==> config.mk <==
export PLATFORM = sky130hd
export DESIGN_NAME = vga_timing_gen
export DESIGN_NICKNAME = d
export VERILOG_FILES = /design/src/rtl/vga_timing_pkg.sv /design/src/rtl/vga_axis_counter.sv /design/src/rtl/vga_timing_gen.sv
export SDC_FILE = /design/constraint.sdc
export NUM_CORES = 1
export LEC_CHECK = 0
export ABC_AREA = 1
export CAP_MARGIN = 10
export CORE_UTILIZATION = 48
export DETAILED_ROUTE_END_ITERATION = 16
export PLACE_DENSITY = 0.84
export SLEW_MARGIN = 20
export SYNTH_ARGS = -nofsm -noshare
export SYNTH_HDL_FRONTEND = slang
export SYNTH_SLANG_ARGS = --single-unit
export TNS_END_PERCENT = 1
==> constraint.sdc <==
create_clock -name clk_pixel -period 1.85 [get_ports clk_pixel]
set_input_delay 0.555 -clock clk_pixel [delete_from_list [all_inputs] [get_ports clk_pixel]]
set_output_delay 0.555 -clock clk_pixel [all_outputs]
set_load 0.01 [all_outputs]
==> src/rtl/vga_timing_pkg.sv <==
// Shared definitions for the raster timing generator: the per-axis phase
// encoding, the 640x480@60 default mode, and a sync level helper.
package vga_timing_pkg;

    typedef enum logic [1:0] {
        PH_ACTIVE = 2'd0,
        PH_FRONT  = 2'd1,
        PH_SYNC   = 2'd2,
        PH_BACK   = 2'd3
    } phase_t;

    localparam int DEF_CNT_W     = 10;
    localparam int DEF_H_DISPLAY = 640;
    localparam int DEF_H_FRONT   = 16;
    localparam int DEF_H_SYNC    = 96;
    localparam int DEF_H_BACK    = 48;
    localparam int DEF_V_DISPLAY = 480;
    localparam int DEF_V_FRONT   = 10;
    localparam int DEF_V_SYNC    = 2;
    localparam int DEF_V_BACK    = 33;

    // Drive the active level while in the sync phase, the inactive level otherwise.
    function automatic logic sync_level(input logic in_sync, input logic pol);
        return in_sync ? pol : ~pol;
    endfunction

endpackage

==> src/rtl/vga_axis_counter.sv <==
// One raster axis: position counter with wrap, ACTIVE/FRONT/SYNC/BACK phase
// FSM, and registered sync/blank flags decoded from the next count so they
// line up with the count register.
module vga_axis_counter
    import vga_timing_pkg::*;
#(
    parameter int   CNT_W    = DEF_CNT_W,
    parameter int   DISPLAY  = DEF_H_DISPLAY,
    parameter int   FRONT    = DEF_H_FRONT,
    parameter int   SYNC     = DEF_H_SYNC,
    parameter int   BACK     = DEF_H_BACK,
    parameter logic SYNC_POL = 1'b0
) (
    input  logic             clk,
    input  logic             rst,
    input  logic             step,
    output logic [CNT_W-1:0] count,
    output logic             sync,
    output logic             blank,
    output logic             blank_next,
    output logic             wrap
);

    localparam int TOTAL = DISPLAY + FRONT + SYNC + BACK;

    localparam logic [CNT_W-1:0] ZERO        = {CNT_W{1'b0}};
    localparam logic [CNT_W-1:0] ONE         = CNT_W'(1);
    localparam logic [CNT_W-1:0] LAST        = CNT_W'(TOTAL - 1);
    localparam logic [CNT_W-1:0] FRONT_START = CNT_W'(DISPLAY);
    localparam logic [CNT_W-1:0] SYNC_START  = CNT_W'(DISPLAY + FRONT);
    localparam logic [CNT_W-1:0] BACK_START  = CNT_W'(DISPLAY + FRONT + SYNC);

    if ((TOTAL - 1) >= (2 ** CNT_W)) begin : g_range_check
        $error("vga_axis_counter: total of %0d does not fit in %0d bits", TOTAL, CNT_W);
    end

    logic [CNT_W-1:0] count_q, count_d;
    phase_t           phase_q, phase_d;
    logic             sync_q, sync_d;
    logic             blank_q, blank_d;
    logic             wrap_s;

    // Next count, wrap detect and phase transitions on boundary crossings.
    always_comb begin
        count_d = count_q;
        phase_d = phase_q;
        wrap_s  = 1'b0;
        if (step) begin
            if (count_q == LAST) begin
                count_d = ZERO;
                wrap_s  = 1'b1;
            end else begin
                count_d = count_q + ONE;
            end
        end else begin
            count_d = count_q;
        end
        case (phase_q)
            PH_ACTIVE: if (count_d == FRONT_START) phase_d = PH_FRONT;  else phase_d = PH_ACTIVE;
            PH_FRONT:  if (count_d == SYNC_START)  phase_d = PH_SYNC;   else phase_d = PH_FRONT;
            PH_SYNC:   if (count_d == BACK_START)  phase_d = PH_BACK;   else phase_d = PH_SYNC;
            PH_BACK:   if (count_d == ZERO)        phase_d = PH_ACTIVE; else phase_d = PH_BACK;
            default:   phase_d = PH_ACTIVE;
        endcase
        sync_d  = sync_level(phase_d == PH_SYNC, SYNC_POL);
        blank_d = (phase_d != PH_ACTIVE);
    end

    // Axis state registers; reset parks the axis at 0 in the visible phase.
    always_ff @(posedge clk) begin
        if (rst) begin
            count_q <= ZERO;
            phase_q <= PH_ACTIVE;
            sync_q  <= ~SYNC_POL;
            blank_q <= 1'b0;
        end else begin
            count_q <= count_d;
            phase_q <= phase_d;
            sync_q  <= sync_d;
            blank_q <= blank_d;
        end
    end

    assign count      = count_q;
    assign sync       = sync_q;
    assign blank      = blank_q;
    assign blank_next = blank_d;
    assign wrap       = wrap_s;

endmodule

==> src/rtl/vga_timing_gen.sv <==
// Parametrised VESA-style raster timing generator. Two axis counters (x
// steps on pix_ce, y steps on the x wrap) feed registered sync, blank,
// coordinate and strobe outputs that are all aligned to the same cycle.
// Optional build macro: VGA_FRAME_CNT_EN adds the 8-bit frame_count output.
module vga_timing_gen
    import vga_timing_pkg::*;
#(
    parameter int   CNT_W      = DEF_CNT_W,
    parameter int   H_DISPLAY  = DEF_H_DISPLAY,
    parameter int   H_FRONT    = DEF_H_FRONT,
    parameter int   H_SYNC     = DEF_H_SYNC,
    parameter int   H_BACK     = DEF_H_BACK,
    parameter int   V_DISPLAY  = DEF_V_DISPLAY,
    parameter int   V_FRONT    = DEF_V_FRONT,
    parameter int   V_SYNC     = DEF_V_SYNC,
    parameter int   V_BACK     = DEF_V_BACK,
    parameter logic H_SYNC_POL = 1'b0,
    parameter logic V_SYNC_POL = 1'b0
) (
    input  logic             clk_pixel,
    input  logic             rst,
    input  logic             pix_ce,
    output logic             hsync,
    output logic             vsync,
    output logic             video_on,
    output logic             hblank,
    output logic             vblank,
    output logic [CNT_W-1:0] pixel_x,
    output logic [CNT_W-1:0] pixel_y,
    output logic             line_start,
    output logic             frame_start
`ifdef VGA_FRAME_CNT_EN
    ,
    output logic [7:0]       frame_count
`endif
);

    logic h_blank_d, v_blank_d;
    logic h_wrap_s, v_wrap_s;

    vga_axis_counter #(
        .CNT_W(CNT_W), .DISPLAY(H_DISPLAY), .FRONT(H_FRONT),
        .SYNC(H_SYNC), .BACK(H_BACK), .SYNC_POL(H_SYNC_POL)
    ) u_h_axis (
        .clk(clk_pixel), .rst(rst), .step(pix_ce),
        .count(pixel_x), .sync(hsync), .blank(hblank),
        .blank_next(h_blank_d), .wrap(h_wrap_s)
    );

    // The y axis advances only on the x wrap, which already includes pix_ce.
    vga_axis_counter #(
        .CNT_W(CNT_W), .DISPLAY(V_DISPLAY), .FRONT(V_FRONT),
        .SYNC(V_SYNC), .BACK(V_BACK), .SYNC_POL(V_SYNC_POL)
    ) u_v_axis (
        .clk(clk_pixel), .rst(rst), .step(h_wrap_s),
        .count(pixel_y), .sync(vsync), .blank(vblank),
        .blank_next(v_blank_d), .wrap(v_wrap_s)
    );

    logic video_on_q, video_on_d;
    logic line_start_q, line_start_d;
    logic frame_start_q, frame_start_d;

    // Visible flag and wrap strobes computed from the next axis state.
    always_comb begin
        video_on_d    = ~h_blank_d & ~v_blank_d;
        line_start_d  = h_wrap_s;
        frame_start_d = v_wrap_s;
    end

    // Strobes fall back to 0 on any clock without a wrap, even with pix_ce low.
    always_ff @(posedge clk_pixel) begin
        if (rst) begin
            video_on_q    <= 1'b1;
            line_start_q  <= 1'b0;
            frame_start_q <= 1'b0;
        end else begin
            video_on_q    <= video_on_d;
            line_start_q  <= line_start_d;
            frame_start_q <= frame_start_d;
        end
    end

    assign video_on    = video_on_q;
    assign line_start  = line_start_q;
    assign frame_start = frame_start_q;

`ifdef VGA_FRAME_CNT_EN
    logic [7:0] frame_count_q, frame_count_d;

    // Completed-frame counter, wrapping naturally at 8 bits.
    always_comb begin
        if (frame_start_d) begin
            frame_count_d = frame_count_q + 8'd1;
        end else begin
            frame_count_d = frame_count_q;
        end
    end

    // Frame counter register.
    always_ff @(posedge clk_pixel) begin
        if (rst) begin
            frame_count_q <= 8'd0;
        end else begin
            frame_count_q <= frame_count_d;
        end
    end

    assign frame_count = frame_count_q;
`endif

endmodule

==> results.md, run 1 <==
- Outcome: finished with violations
- Failing checks: setup timing
- Tmin final: 2200 ps
- CTS tree: done
- Global placement routability congestion: 0.932
- Levels on crit path: 14
- Detail Placement HPWL: ~4100 um
- CP Class: reg -> reg
- CORE AREA: 0.00377 mm^2
- Synthesized instance count: approximately 310
- Clock Path Buffers: 2
- CTS root buffer: clkbuf_8
- Initial Util: 0.513
- Final worst slack: -354 ps
- YS warnings: 0
- R2R Path End: u_v_axis.sync
- Crit-path slowest cell: dfxtp_4
- Setup total negative slack: -1910 ps
- Antenna-violating nets left: 0
- CP Capture Type: flip-flop
- Hold WS: ~660 ps
- Seq/Total Area, Yosys: 0.321
- R2R cell count: 14
- Syn Area/Cell: between 6 and 7 um^2
- Avg WL per Cell: around 15 um
- Clock Latency Late Sink: about 280 ps
- Via/cell ratio: about 5.6
- Worst Hold Path Cells: 4
- Final hold violation count: 0
- Power per cell area: ~410 mW/mm^2
- Area grow syn2layout: 56.1%
- Synth cell types: 28
- Finish-stage setup viols: 9
- FMAX: ~450 MHz
- Clk slew on worst S/H paths: 60 ps
- Worst Hold Class: reg -> reg
- Peak supply drop: around 0.34 mV
- Syn Std Cell Area: around 0.0019 mm^2
- Htree depth: 2
- Relative slew slack: 0.729
- Vias in the first global route: 2,220
- Drt initial violations: 266
- Crit Reg-Reg Startpoint: u_v_axis.count[0]
- Worst Path Buf+Inv: 1
- Net Count, Synth: around 320
- Hold Path End: u_h_axis.sync
- Crit Path Max Fanout: 5
- Max Cap Viol: 0
- Leak: approximately 1.5 nW
- Layout Utilization: 0.801
- Nets@finish: roughly 420
- Clk_skew: around 2.3 ps
- Final Cycle Share: 1.19
- Clk sinks: 31
- Worst path top cell family by delay: simple AND/OR/NAND/NOR gates
- Die area: roughly 0.0043 mm^2
- Largest net degree at the start of global routing: 16
- RSZ-0062 raised after global routing: true
- Synth Register Bits: 31
- Worst-Margin Slew: about 400 ps
- Critical path data required time: 2020 ps
- Setup slack, reg-to-reg: -350 ps
- Worst path cell trace: inv_4 > ha_4 > nand2_2 > nor2_4 > nand4_1 > nand2_1 > nand2_1 > nand2_2 > nand2_1 > nor2_1 > nand3_1 > nand2_2 > nand3_2 > or2_1
- Worst endpoint data arrival time: between 2000 and 2500 ps
- Num CTS Buffers: 5
- Total track usage: 0.311
- Max Slew Vio Count: 0
- IO buf count: 29
- HP Start: u_h_axis.phase_q[0]
- First-pass DRT Iterations: 8
- Die Width: ~65 um
- Initial antenna violation count: 0
- DRC: 0
- Largest stage delay on the critical path: ~360 ps
- Worst setup SP type: flip-flop
- # rows: 22
- Total wire length: 7000 um
- Share of post-route cells with drive strength above 1: 0.349
- Vias: ~2,600
- First-pass GRT wire length: ~10,000 um
- GR Overflow Total: 0
- Ports: 30
- Diodes inserted: 0
- Die Ht: 65.5 um
placed cells by master, fill, tap and decap left out, types with 2 or more instances in the layout:
master	count
nor4_1	2
clkdlybuf4s50_1	15
nand2_2	14
buf_12	2
dlygate4sd2_1	9
nand3_1	22
nand2_1	84
inv_2	5
o21ai_1	2
nor2_2	8
clkbuf_8	5
nand2_4	2
dfxtp_1	19
nand4_1	12
nor2_4	7
xor2_1	3
nand3_2	8
inv_1	33
ha_4	2
dlymetal6s2s_1	4
nand3b_1	2
buf_4	67
o21ai_2	4
dfxtp_2	10
nor2_1	51
dfxtp_4	2
inv_4	2
o21bai_1	2
nor3_1	3
metrics by stage:
step | total power [W] | std cells | area [um^2] | setup WS [ps]
final | 0.00125 | 458 | 3020 | -354
after global routing | 0.00130 | 458 | 3020 | -466
after CTS | 0.00126 | 454 | 2920 | -161
after detailed placement | 0.000774 | 440 | 2700 | -771
after global placement | 0.000772 | 440 | 2700 | -707
after floorplan | 0.000724 | 311 | 1940 | -116
how the worst max path moves through the flow:
stage	from	to	slack (ps)
floorplan	u_v_axis.count[0]	u_v_axis.sync	-120
global placement	pix_ce	u_v_axis.sync	-710
detailed placement	pix_ce	u_v_axis.sync	-770
CTS	u_v_axis.count[1]	u_v_axis.sync	-160
global route	u_v_axis.count[0]	u_v_axis.sync	-470
finish	u_v_axis.count[0]	u_v_axis.sync	-350
registers in the layout, summed over array words and instances (netlist names):
register / cells
u_v_axis.phase_q: 2
u_h_axis.count: 10
frame_start: 1
video_on: 1
u_h_axis.sync: 1
line_start: 1
u_h_axis.blank: 1
u_v_axis.blank: 1
u_v_axis.count: 10
u_h_axis.phase_q: 2
u_v_axis.sync: 1
cell type report:
| class | instances | area [um^2] |
|---|---|---|
| fillers | 247 | 752 |
| clock buffers | 6 | 72.6 |
| repair buffers | 98 | 833 |
| inverters | 41 | 160 |
| well taps | 48 | 60.1 |
| multi-input cells | 234 | 1250 |
| flip-flops and latches | 31 | 641 |
kinds of logic after synthesis:
kind of cell,Yosys count,share of synthesized area
xor gates and xnor gates,4,0.0181
adders and majority gates,3,0.0194
AOI/OAI and AO/OA,9,0.0297
DFF,31,0.321
and+or+nand+nor,218,0.517
buffers and inverters,46,0.0951
report_power, final:
part           leakage [nW]  switching [W]  internal (W)
clock                0.0371       0.000229      0.000250
sequential            0.257     0.00000515      0.000671
combinational          1.23      0.0000525     0.0000450
cell usage after synthesis:
library cell | number | area, um^2
dfxtp_1 | 31 | 621
nand4_1 | 12 | 75.1
nand4_2 | 1 | 12.5
nand2_2 | 9 | 56.3
inv_2 | 5 | 18.8
nand3b_1 | 2 | 15.0
or2_1 | 1 | 6.26
inv_1 | 35 | 131
ha_1 | 3 | 37.5
a21oi_1 | 1 | 5.00
nand3_1 | 27 | 135
nand2_1 | 90 | 338
nor3_1 | 4 | 20.0
nor2_2 | 7 | 43.8
buf_2 | 2 | 10.0
buf_6 | 1 | 11.3
o21ai_2 | 2 | 17.5
o21bai_1 | 2 | 15.0
o21ai_0 | 1 | 5.00
clkinv_2 | 1 | 5.00
clkbuf_1 | 2 | 7.51
nor2_1 | 56 | 210
nor4_1 | 2 | 12.5
nand3_2 | 3 | 30.0
nand2_4 | 1 | 11.3
xor2_1 | 4 | 35.0
o21ai_1 | 3 | 15.0
nor2_4 | 3 | 33.8
worst reg2reg max path: stages, from the launching register on:
cell	delay, ps
dfxtp_4	360
inv_4	70
ha_4	150
nand2_2	60
nor2_4	90
nand4_1	270
nand2_1	180
nand2_1	100
nand2_2	120
nand2_1	70
nor2_1	120
nand3_1	100
nand2_2	100
nand3_2	60
or2_1	230
layer usage:
metal  share of wire  track usage
met2            0.45        0.534
met1            0.39        0.359
met5               0            0
met3            0.10       0.0781
met4           0.054        0.141
timing repair:
item                       in CTS  in global routing
setup buffers                   8                  4
gates resized for setup        42                 20
hold buffers                    0                  0
setup endpoints to repair      22                 16
pin swaps                      20                 14
Power figures use the tool's default switching activity.
==> inputs of run 2 (changes only) <==
--- a/config.mk
+++ b/config.mk
@@ -7,8 +7,9 @@
 export LEC_CHECK = 0
 export ABC_AREA = 1
 export CAP_MARGIN = 10
-export CORE_UTILIZATION = 48
+export CORE_UTILIZATION = 57
 export DETAILED_ROUTE_END_ITERATION = 16
+export DONT_BUFFER_PORTS = 1
 export PLACE_DENSITY = 0.84
 export SLEW_MARGIN = 20
 export SYNTH_ARGS = -nofsm -noshare
==> results.md, run 2 (same netlist as run 1, synthesis figures left out) <==
- Outcome: finished with violations
- Failing checks: setup timing
- Die Ht: 60.3 um
- Power per cell area: around 410 mW/mm^2
- RSZ-0062 raised after global routing: true
- CTS Hold Bufs: 0
- Finish-stage setup viols: 9
- Worst setup SP type: flip-flop
- Clock Latency Late Sink: about 370 ps
- Global placement routability congestion: 0.919
- Clk sinks: 31
- Total track usage: 0.402
- HP Start: rst
- CP Capture Type: flip-flop
- Avg WL per Cell: 20.1 um
- Final Cycle Share: 1.31
- Most common cell after layout, fill and taps aside: nand2_1
- # rows: 20
- DRC: 0
- Final worst slack: -570 ps
- Diodes inserted: 0
- Worst endpoint data arrival time: around 2700 ps
- Crit Path Max Fanout: 5
- Commonest cells after routing, fill and taps aside: nand2_1, buf_4, nor2_1
- Max Slew Vio Count: 0
- CTS tree: done
- Clk slew on worst S/H paths: approximately 100 ps
- Initial antenna violation count: 0
- Vias in the first global route: between 2,000 and 2,500
- Initial Util: 0.618
- Register area: around 640 um^2
- Die Width: roughly 60 um
- Final hold violation count: 0
- R2R Path End: u_v_axis.sync
- Num CTS Buffers: 5
- Worst Hold Class: in -> reg
- Worst-Margin Slew: 313 ps
- First-pass DRT Iterations: 9
- Leak: between 1 and 1.5 nW
- Area of the multi-input gates: approximately 0.0013 mm^2
- Drt initial violations: roughly 390
- First-pass GRT wire length: ~11,000 um
- FMAX: 413 MHz
- Max Cap Viol: 0
- Htree depth: 2
- Detail Placement HPWL: 4080 um
- CORE AREA: between 0.003 and 0.004 mm^2
- Via/cell ratio: ~6.3
- Tmin final: 2420 ps
- Ports: 30
- R2R cell count: 14
- Crit Reg-Reg Startpoint: u_h_axis.count[5]
- Area grow syn2layout: 44.2%
- Worst Hold Path Cells: 1
- CP Class: reg -> reg
- Vias: around 2,700
- Clk_skew: between 4 and 5 ps
- CTS root buffer: clkbuf_4
- Antenna-violating nets left: 0
- Setup slack, reg-to-reg: -570 ps
- Fillers: 140
- IO buf count: 0
- Nets@finish: ~390
- Critical path data required time: roughly 2100 ps
- Die area: approximately 0.0036 mm^2
- Total wire length: 8650 um
- Largest net degree at the start of global routing: 24
- GR Overflow Total: 0
- Layout Utilization: 0.892
- Pre-CTS setup slack: -320 ps
- Share of post-route cells with drive strength above 1: 0.413
- Clock Path Buffers: 2
- Relative slew slack: 0.790
- Peak supply drop: about 0.43 mV
- Hold Path End: u_h_axis.count[0]
## run 2: cell count changes in the layout (fill, tap and decap cells not counted), sizes merged
cell	delta
clkdlybuf4s50	-15
dlygate4sd2	-9
buf	+4
dlymetal6s2s	-4
clkdlybuf4s15	-1
clkinv	+1
clkinvlp	+1
## run 2: how the worst max path moves through the flow
| stage | startpoint | to | cells past startpoint |
|---|---|---|---|
| 3_5_place_dp | u_v_axis.count[1] | u_v_axis.sync | 14 |
| 2_1_floorplan | u_v_axis.count[0] | u_v_axis.sync | 15 |
| 6_report | u_h_axis.count[5] | u_v_axis.sync | 14 |
| 5_1_grt | u_h_axis.count[9] | video_on | 11 |
| 4_1_cts | u_v_axis.count[1] | u_v_axis.sync | 14 |
| 3_3_place_gp | u_v_axis.count[1] | u_v_axis.sync | 13 |
## run 2: critical path: stages, from the launching register on
cell and delay, ps:
dfxtp_1 360, inv_2 130, nand2_1 120, buf_4 160, nor2_1 190, nand3_1 130
nor2_2 180, nand2_1 120, nand2_1 150, nand2_2 100, nor2_2 190, nand3_2 100
nand2_2 100, nand3_2 70, or2_1 230
## run 2: per-layer routing
metal / global-route usage / part of all wire
met5: 0 / 0
met4: 0.236 / 0.080
met3: 0.128 / 0.14
met2: 0.661 / 0.43
met1: 0.452 / 0.35
## run 2: power by group
group	switching, W	internal [W]
clock network	0.000266	0.000146
registers	0.00000458	0.000670
logic	0.0000385	0.0000267
total	0.000309	0.000843
## run 2: what timing repair did
item / 4_1_cts / 5_1_grt
endpoints found under the hold margin: 0 / 0
setup buffers: 5 / 8
resized for setup: 32 / 30
pin swaps: 18 / 26
endpoints found under the setup margin: 9 / 11
## run 2: cell type report
cell class / count / area share
multi-input cells: 234 / 0.479
flip-flops and latches: 31 / 0.228
repair buffers: 73 / 0.198
inverters: 41 / 0.0565
well taps: 44 / 0.0197
clock buffers: 6 / 0.0148
clock inverters: 2 / 0.00449
## run 2: stage by stage
step | hold slack (ps) | cell area, um^2 | power (W) | setup TNS (ps) | std cells
2_1_floorplan | 560 | 1940 | 0.000724 | -217 | 311
5_1_grt | 227 | 2790 | 0.00118 | -5860 | 431
6_report | 239 | 2790 | 0.00115 | -3740 | 431
3_5_place_dp | 597 | 2420 | 0.000743 | -1680 | 411
3_3_place_gp | 591 | 2420 | 0.000740 | -710 | 411
4_1_cts | 252 | 2620 | 0.00113 | -741 | 424
